[config.mk]
export PLATFORM = sky130hd
export DESIGN_NAME = cursor_position_tracker
export DESIGN_NICKNAME = d
export VERILOG_FILES = /design/src/rtl/cursor_pkg.sv /design/src/rtl/sat_accum.sv /design/src/rtl/cursor_position_tracker.sv
export SDC_FILE = /design/constraint.sdc
export NUM_CORES = 1
export LEC_CHECK = 0
export BUFFER_PORTS_ARGS = -buffer_cell sky130_fd_sc_hd__buf_2
export CORE_UTILIZATION = 60
export CTS_CLUSTER_DIAMETER = 200
export CTS_CLUSTER_SIZE = 14
export DETAILED_ROUTE_END_ITERATION = 7
export PLACE_DENSITY = 0.79
export SLEW_MARGIN = 30
export SYNTH_ARGS = -nofsm -noshare
export SYNTH_HDL_FRONTEND = slang
export SYNTH_SLANG_ARGS = --single-unit
[constraint.sdc]
create_clock -name Clk -period 5.41 [get_ports Clk]
set_input_delay 1.082 -clock Clk [delete_from_list [all_inputs] [get_ports Clk]]
set_output_delay 1.082 -clock Clk [all_outputs]
set_load 0.02 [all_outputs]
[src/rtl/cursor_pkg.sv]
`default_nettype none
// ============================================================================
// Module      : cursor_pkg
// Description : Screen geometry, accumulator limits, FSM state encoding and
//               the coordinate clamp helper shared by the cursor tracker and
//               the coordinate calculator.
// Revision    : 1.0 - initial release
// ============================================================================
package cursor_pkg;

    // Visible screen geometry and sprite half-extent (clamp margin)
    localparam int SCREEN_W  = 640;
    localparam int SCREEN_H  = 480;
    localparam int HALF_SIZE = 35;

    // Delta accumulator width and its saturation limits, expressed in the
    // one-bit-wider domain used for the pre-saturation sum
    localparam int ACC_W = 12;
    localparam int SUM_W = 13;
    localparam logic signed [SUM_W-1:0] ACC_MAX_EXT = 13'sd2047;
    localparam logic signed [SUM_W-1:0] ACC_MIN_EXT = -13'sd2048;

    // Frame update sequencer states
    typedef enum logic [1:0] {
        IDLE   = 2'd0,
        APPLY  = 2'd1,
        COMMIT = 2'd2
    } state_t;

    // Clamp a signed position sum into [lo, hi]; the result always fits in
    // the 10-bit coordinate space because hi < 1024.
    function automatic logic [9:0] clamp_coord(
        input logic signed [SUM_W-1:0] v,
        input logic signed [SUM_W-1:0] lo,
        input logic signed [SUM_W-1:0] hi
    );
        logic signed [SUM_W-1:0] r;
        if (v < lo) begin
            r = lo;
        end else if (v > hi) begin
            r = hi;
        end else begin
            r = v;
        end
        return r[9:0];
    endfunction

endpackage
`default_nettype wire

[src/rtl/sat_accum.sv]
`default_nettype none
// ============================================================================
// Module      : sat_accum
// Description : One saturating signed accumulator with a clear input. When
//               clear and add coincide the delta lands in the cleared value,
//               so no delta is lost across a clear.
// Revision    : 1.0 - initial release
// ============================================================================
module sat_accum
    import cursor_pkg::*;
(
    input  logic                    clk,
    input  logic                    rst_n,
    input  logic                    i_clr,
    input  logic                    i_add,
    input  logic signed [ACC_W-1:0] i_delta,
    output logic signed [ACC_W-1:0] o_acc
);

    logic signed [ACC_W-1:0] r_acc;
    logic signed [SUM_W-1:0] w_base;
    logic signed [SUM_W-1:0] w_sum;
    logic signed [ACC_W-1:0] w_next;

    // Widen by one bit, add, then saturate back into the accumulator range
    always_comb begin
        w_base = i_clr ? '0 : {r_acc[ACC_W-1], r_acc};
        w_sum  = w_base + {i_delta[ACC_W-1], i_delta};
        if (w_sum > ACC_MAX_EXT) begin
            w_next = ACC_MAX_EXT[ACC_W-1:0];
        end else if (w_sum < ACC_MIN_EXT) begin
            w_next = ACC_MIN_EXT[ACC_W-1:0];
        end else begin
            w_next = w_sum[ACC_W-1:0];
        end
    end

    // Accumulator register: add (on top of a possible clear) or plain clear
    always_ff @(posedge clk or negedge rst_n) begin
        if (!rst_n) begin
            r_acc <= '0;
        end else if (i_add) begin
            r_acc <= w_next;
        end else if (i_clr) begin
            r_acc <= '0;
        end
    end

    assign o_acc = r_acc;

endmodule
`default_nettype wire

[src/rtl/cursor_position_tracker.sv]
`default_nettype none
// ============================================================================
// Module      : cursor_position_tracker
// Description : Accumulates mouse packet deltas between frames and, once per
//               synchronised frame tick, applies them to the cursor centre
//               with clamping to the visible area minus the sprite margin.
// Revision    : 1.0 - initial release
// ============================================================================
module cursor_position_tracker #(
    parameter int SCREEN_W  = cursor_pkg::SCREEN_W,
    parameter int SCREEN_H  = cursor_pkg::SCREEN_H,
    parameter int HALF_SIZE = cursor_pkg::HALF_SIZE,
    parameter int START_X   = 320,
    parameter int START_Y   = 240
) (
    input  logic       Clk,
    input  logic       Reset,
    input  logic       frame_clk,
    input  logic       pkt_valid,
    output logic       pkt_ready,
    input  logic [8:0] pkt_dx,
    input  logic [8:0] pkt_dy,
    input  logic [2:0] pkt_btn,
    output logic [9:0] curX,
    output logic [9:0] curY,
    output logic       btn_left,
    output logic       btn_right,
    output logic       click_pulse,
    output logic       frame_update
);

    import cursor_pkg::*;

    localparam logic signed [SUM_W-1:0] c_X_MIN = SUM_W'(HALF_SIZE);
    localparam logic signed [SUM_W-1:0] c_X_MAX = SUM_W'(SCREEN_W - 1 - HALF_SIZE);
    localparam logic signed [SUM_W-1:0] c_Y_MIN = SUM_W'(HALF_SIZE);
    localparam logic signed [SUM_W-1:0] c_Y_MAX = SUM_W'(SCREEN_H - 1 - HALF_SIZE);
    localparam logic [9:0]              c_START_X = 10'(START_X);
    localparam logic [9:0]              c_START_Y = 10'(START_Y);

    state_t                  r_state;
    logic                    r_sync1;
    logic                    r_sync2;
    logic                    r_sync_d;
    logic                    r_pkt_ready;
    logic signed [SUM_W-1:0] r_sum_x;
    logic signed [SUM_W-1:0] r_sum_y;
    logic [9:0]              r_cur_x;
    logic [9:0]              r_cur_y;
    logic                    r_frame_update;
    logic                    r_btn_left;
    logic                    r_btn_right;
    logic                    r_click;

    logic                    w_tick;
    logic                    w_accept;
    logic                    w_clr;
    logic signed [ACC_W-1:0] w_dx_ext;
    logic signed [ACC_W-1:0] w_dy_neg;
    logic signed [ACC_W-1:0] w_acc_x;
    logic signed [ACC_W-1:0] w_acc_y;
    logic signed [SUM_W-1:0] w_sum_x;
    logic signed [SUM_W-1:0] w_sum_y;
    logic                    w_unused_mid;

    // Middle button is carried in the packet but has no consumer here
    assign w_unused_mid = pkt_btn[2];

    assign w_tick   = r_sync2 & ~r_sync_d;
    assign w_accept = pkt_valid & r_pkt_ready;
    assign w_clr    = (r_state == APPLY);

    // Screen Y grows downward, so a positive (up) dy decreases Y
    assign w_dx_ext = {{(ACC_W-9){pkt_dx[8]}}, pkt_dx};
    assign w_dy_neg = -{{(ACC_W-9){pkt_dy[8]}}, pkt_dy};

    assign w_sum_x = {{(SUM_W-10){1'b0}}, r_cur_x} + {w_acc_x[ACC_W-1], w_acc_x};
    assign w_sum_y = {{(SUM_W-10){1'b0}}, r_cur_y} + {w_acc_y[ACC_W-1], w_acc_y};

    sat_accum u_acc_x (
        .clk     (Clk),
        .rst_n   (Reset),
        .i_clr   (w_clr),
        .i_add   (w_accept),
        .i_delta (w_dx_ext),
        .o_acc   (w_acc_x)
    );

    sat_accum u_acc_y (
        .clk     (Clk),
        .rst_n   (Reset),
        .i_clr   (w_clr),
        .i_add   (w_accept),
        .i_delta (w_dy_neg),
        .o_acc   (w_acc_y)
    );

    // Two-flop synchroniser for the frame strobe plus an edge-detect flop
    always_ff @(posedge Clk or negedge Reset) begin
        if (!Reset) begin
            r_sync1  <= 1'b0;
            r_sync2  <= 1'b0;
            r_sync_d <= 1'b0;
        end else begin
            r_sync1  <= frame_clk;
            r_sync2  <= r_sync1;
            r_sync_d <= r_sync2;
        end
    end

    // Frame sequencer: latch sums in APPLY, publish clamped position in COMMIT
    always_ff @(posedge Clk or negedge Reset) begin
        if (!Reset) begin
            r_state        <= IDLE;
            r_pkt_ready    <= 1'b0;
            r_sum_x        <= '0;
            r_sum_y        <= '0;
            r_cur_x        <= c_START_X;
            r_cur_y        <= c_START_Y;
            r_frame_update <= 1'b0;
        end else begin
            r_frame_update <= 1'b0;
            case (r_state)
                IDLE: begin
                    if (w_tick) begin
                        r_state     <= APPLY;
                        r_pkt_ready <= 1'b0;
                    end else begin
                        r_pkt_ready <= 1'b1;
                    end
                end
                APPLY: begin
                    r_sum_x     <= w_sum_x;
                    r_sum_y     <= w_sum_y;
                    r_state     <= COMMIT;
                    r_pkt_ready <= 1'b1;
                end
                COMMIT: begin
                    r_cur_x        <= clamp_coord(r_sum_x, c_X_MIN, c_X_MAX);
                    r_cur_y        <= clamp_coord(r_sum_y, c_Y_MIN, c_Y_MAX);
                    r_frame_update <= 1'b1;
                    r_state        <= IDLE;
                    r_pkt_ready    <= 1'b1;
                end
                default: begin
                    r_state     <= IDLE;
                    r_pkt_ready <= 1'b1;
                end
            endcase
        end
    end

    // Button state follows each accepted packet; left press yields one pulse
    always_ff @(posedge Clk or negedge Reset) begin
        if (!Reset) begin
            r_btn_left  <= 1'b0;
            r_btn_right <= 1'b0;
            r_click     <= 1'b0;
        end else begin
            r_click <= 1'b0;
            if (w_accept) begin
                r_btn_left  <= pkt_btn[0];
                r_btn_right <= pkt_btn[1];
                r_click     <= pkt_btn[0] & ~r_btn_left;
            end
        end
    end

    assign pkt_ready    = r_pkt_ready;
    assign curX         = r_cur_x;
    assign curY         = r_cur_y;
    assign btn_left     = r_btn_left;
    assign btn_right    = r_btn_right;
    assign click_pulse  = r_click;
    assign frame_update = r_frame_update;

endmodule
`default_nettype wire

==> Flow_metrics.wiki <==
{| class="wikitable"
! Metric !! Value
|-
| Result of the run || finished, final reports clean
|-
| Overall fraction of global-route tracks in use || 25.84%
|-
| Crit Reg-Reg Startpoint || r_state[1]$_DFFE_PN0P_
|-
| Share of power burned in combinational logic || approximately three fifths
|-
| P&R area growth vs syn || 9.391%
|-
| Starting density of the core || between 60 and 70%
|-
| Final-stage net count || 737
|-
| Kind of launch point of the worst setup path || primary input
|-
| Final period util || between 70% and 80%
|-
| Utilization after layout || about two thirds
|-
| Max-slew headroom || 40.12%
|-
| Setup TNS || 0 ns
|-
| Number of flops mapped to enable cells by yosys || 0
|-
| Hold slack final || around 0.36 ns
|-
| Core footprint || 8763 um2
|-
| Placer congestion estimate || 0.8680
|-
| Fraction of power consumed by the clock network || 11.7%
|-
| H-tree level count || 3
|-
| Crit. Startpoint || pkt_dy[2]
|-
| Number of instances in the synthesized netlist || roughly 620
|-
| Prevailing post-synth register cell || sky130_fd_sc_hd__dfrtp_1
|-
| Full die area || between 9000 and 10000 um2
|-
| Final instance area || 5976 um2
|-
| Post-route minimum period || 4.050 ns
|-
| Max-capacitance violation count || 0
|-
| Setup slack after layout || approximately 1.4 ns
|-
| Post-synthesis sequential element count || 80
|-
| Class of the worst hold path || register to register
|-
| Antenna diode instance count || 0
|-
| Post-synthesis async set-or-reset flop share || between 90% and 100%
|-
| Post-DP Area || approximately 5800 um2
|-
| Clock tree root driver cell || sky130_fd_sc_hd__clkbuf_8
|-
| Kind of critical path || primary input to register
|-
| Switching power share of the total || 46.17%
|-
| Vias in the first global route || 4423
|-
| Pins over their slew limit || 0
|-
| Number of antenna violations at the first check in global routing || 0
|-
| Global-route wire length before repair || 20.09 mm
|-
| Routed wire per std cell || 15.07 um
|-
| Number of gates resized after CTS || 0
|-
| Buffers inserted by post-CTS timing repair || 0
|-
| Drt pass-1 iters || 5
|-
| Category of the worst setup path capture point || register
|-
| Total nets after synthesis || just under 700
|-
| Sequential element share of the synthesized area || between 30% and 40%
|-
| Met2 routing resource usage after global routing || 39.48%
|-
| Total standard cell area after synthesis || roughly 5500 um2
|-
| Gr ovfl total || 0
|-
| Clock input transition at the sequential cells of the worst setup and hold paths || 0.09 ns
|-
| Number of ports placed on the die boundary || 50
|-
| Beginning of the worst hold path || r_sync1$_DFF_PN0_
|-
| Finished Layout Cells || roughly 780
|-
| Pin count of the biggest net entering global routing || 81
|-
| Number of fill cells || 712
|-
| Buffers from clock root to sink, at most || 2
|-
| Largest clock skew in the final design || about 0.0093 ns
|-
| Internal cell power || 2.080 mW
|-
| Layer with the highest usage || met2
|-
| Detail Route Antenna Nets || 0
|-
| Synth Warn # || 0
|-
| Routing usage on met3 || 3.669%
|-
| Setup Viol. Count Final || 0
|-
| Pin slew with the least headroom to its limit || 0.8941 ns
|-
| Number of clock buffers inserted by TritonCTS || 9
|-
| Routed wire length || 11.69 mm
|-
| Number of core rows || 34
|-
| Req. time, crit path || 5.70 ns
|-
| Met1 GRT Util || 37.44%
|-
| Lkg Pwr || approximately 2.8 nW
|-
| Chip height || 97.42 um
|-
| Share of post-route cells with drive strength above 1 || between 10 and 15%
|-
| Sinks on Clock Net || 80
|-
| Arrival @ worst endpoint || 4.34 ns
|-
| Overall die width || between 90 and 100 um
|-
| Average size of a mapped cell || 8.825 um2
|-
| Count of input and output buffers || 48
|-
| Number of hold buffers added after CTS || 0
|-
| Synth cell types || 66
|-
| Post-placement worst setup slack || 1.113 ns
|-
| TritonCTS clock tree || built
|-
| Vias per cell || between 5 and 6
|-
| DPL Wire Length || 8.818 mm
|-
| Number of endpoints with negative hold slack in the final report || 0
|-
| RSZ-0062 raised after global routing || no
|-
| Worst Path Max Fanout || 11
|-
| # DRC || 0
|-
| First DRT Iteration DRCs || ~160
|-
| Peak VDD IR || ~0.38 mV
|-
| Clock latency on the worst-skew pair || ~0.36 ns
|-
| Reported net switching power || 1.784 mW
|-
| Dpl cells || 760
|-
| Total vias in the final route || 4557
|-
| Sequential share of power || 28.0%
|-
| Pwr/cell area || about 650 nW/um2
|-
| Total Power || ~3.9 mW
|-
| Maximum operating frequency || 0.2469 GHz
|}
==> final timing paths <==
kind                            depth (start not counted)  slack, ns                            to
worst max-delay path                                   14       1.36  u_acc_y.o_acc[7]$_DFFE_PN0P_
worst min-delay path                                    0       0.36             r_sync2$_DFF_PN0_
worst max register to register                         13       1.45  u_acc_y.o_acc[7]$_DFFE_PN0P_
worst min register to register                          0       0.36             r_sync2$_DFF_PN0_
max in group asynchronous                               1       4.20  u_acc_y.o_acc[4]$_DFFE_PN0P_
min in group asynchronous                               1       0.74        r_sum_x[7]$_DFFE_PN0P_
==> worst max-delay path, cell delays in order <==
cell,delay [ns]
sky130_fd_sc_hd__buf_2,0.13
sky130_fd_sc_hd__nor4_1,0.39
sky130_fd_sc_hd__nand2b_1,0.12
sky130_fd_sc_hd__nor2_1,0.21
sky130_fd_sc_hd__nand2_1,0.10
sky130_fd_sc_hd__xor2_1,0.15
sky130_fd_sc_hd__ha_1,0.39
sky130_fd_sc_hd__and3_1,0.21
sky130_fd_sc_hd__o211ai_1,0.12
sky130_fd_sc_hd__o21bai_1,0.18
sky130_fd_sc_hd__nor4b_2,0.19
sky130_fd_sc_hd__a31oi_1,0.74
sky130_fd_sc_hd__a21oi_1,0.17
sky130_fd_sc_hd__nor2_1,0.17
==> state kept, by name, summed over array words and instances (netlist names) <==
name and count:
u_acc_x.o_acc 12, btn_right 1, curX 10, u_acc_y.o_acc 12, frame_update 1, btn_left 1, r_state 2, click_pulse 1
curY 10, r_sync1 1, r_sync_d 1, r_sum_y 13, pkt_ready 1, r_sum_x 13, r_sync2 1
==> routing by layer <==
layer  vias up  share of wire, %
met5         -                 0
li1       2295                 -
met2       130                44
met4         0               1.7
met3        20               5.1
met1      2112                49
==> power by group through the flow <==
stage	sequential (mW)	combinational [mW]	clock, mW
floorplan	1.11	1.80	0
global placement	1.08	2.20	0
detailed placement	1.09	2.29	0
CTS	1.08	2.31	0.460
global route	1.12	2.60	0.482
finish	1.08	2.33	0.452
==> area by class of cell <==
class	count	area, um2	area share (%)
clock buffers	9	123.9	2.073
clock inverters	7	77.57	1.298
inverters	30	112.6	1.884
multi-input cells	493	3263	54.61
flip-flops and latches	80	2009	33.63
well taps	108	135.1	2.261
repair buffers	49	254.0	4.250
==> Yosys cell counts, types with 11 or more instances <==
library cell / count / area [um2]
sky130_fd_sc_hd__nor3_1: 15 / 75.07
sky130_fd_sc_hd__nand2_1: 74 / 277.8
sky130_fd_sc_hd__a21oi_1: 43 / 215.2
sky130_fd_sc_hd__nor2b_1: 11 / 68.82
sky130_fd_sc_hd__inv_1: 29 / 108.9
sky130_fd_sc_hd__and2_1: 24 / 150.1
sky130_fd_sc_hd__o21ai_0: 41 / 205.2
sky130_fd_sc_hd__xnor2_1: 26 / 227.7
sky130_fd_sc_hd__clkbuf_1: 12 / 45.04
sky130_fd_sc_hd__dfrtp_1: 74 / 1852
sky130_fd_sc_hd__o21a_1: 15 / 112.6
sky130_fd_sc_hd__o31ai_1: 14 / 105.1
sky130_fd_sc_hd__ha_1: 45 / 563.0
sky130_fd_sc_hd__nor2_1: 65 / 244.0
==> cell families (layout without fill, tap and decap cells) <==
logic type               Yosys count  count (layout)  share of synthesized area, %
AND/OR/NAND/NOR                  223             223                         19.03
AO/OA/AOI/OAI                    186             186                         23.11
flip-flops                        80              80                         36.78
adder cells (fa/ha/maj)           50              50                         11.98
buffers and inverters             46              95                         3.527
XOR/XNOR                          33              33                         5.291
multiplexers                       1               1                        0.2748
==> cell usage in the layout, fill, tap and decap left out, drive strengths merged, types with 24 or more instances in the layout <==
cell   Yosys  routed
buf        4      49
dfrtp     74      74
and2      24      24
ha        45      45
nor2      65      65
inv       29      32
xnor2     26      26
nand2     74      74
o21ai     52      52
a21oi     45      45
No activity file was read; power rests on OpenSTA's default activity.
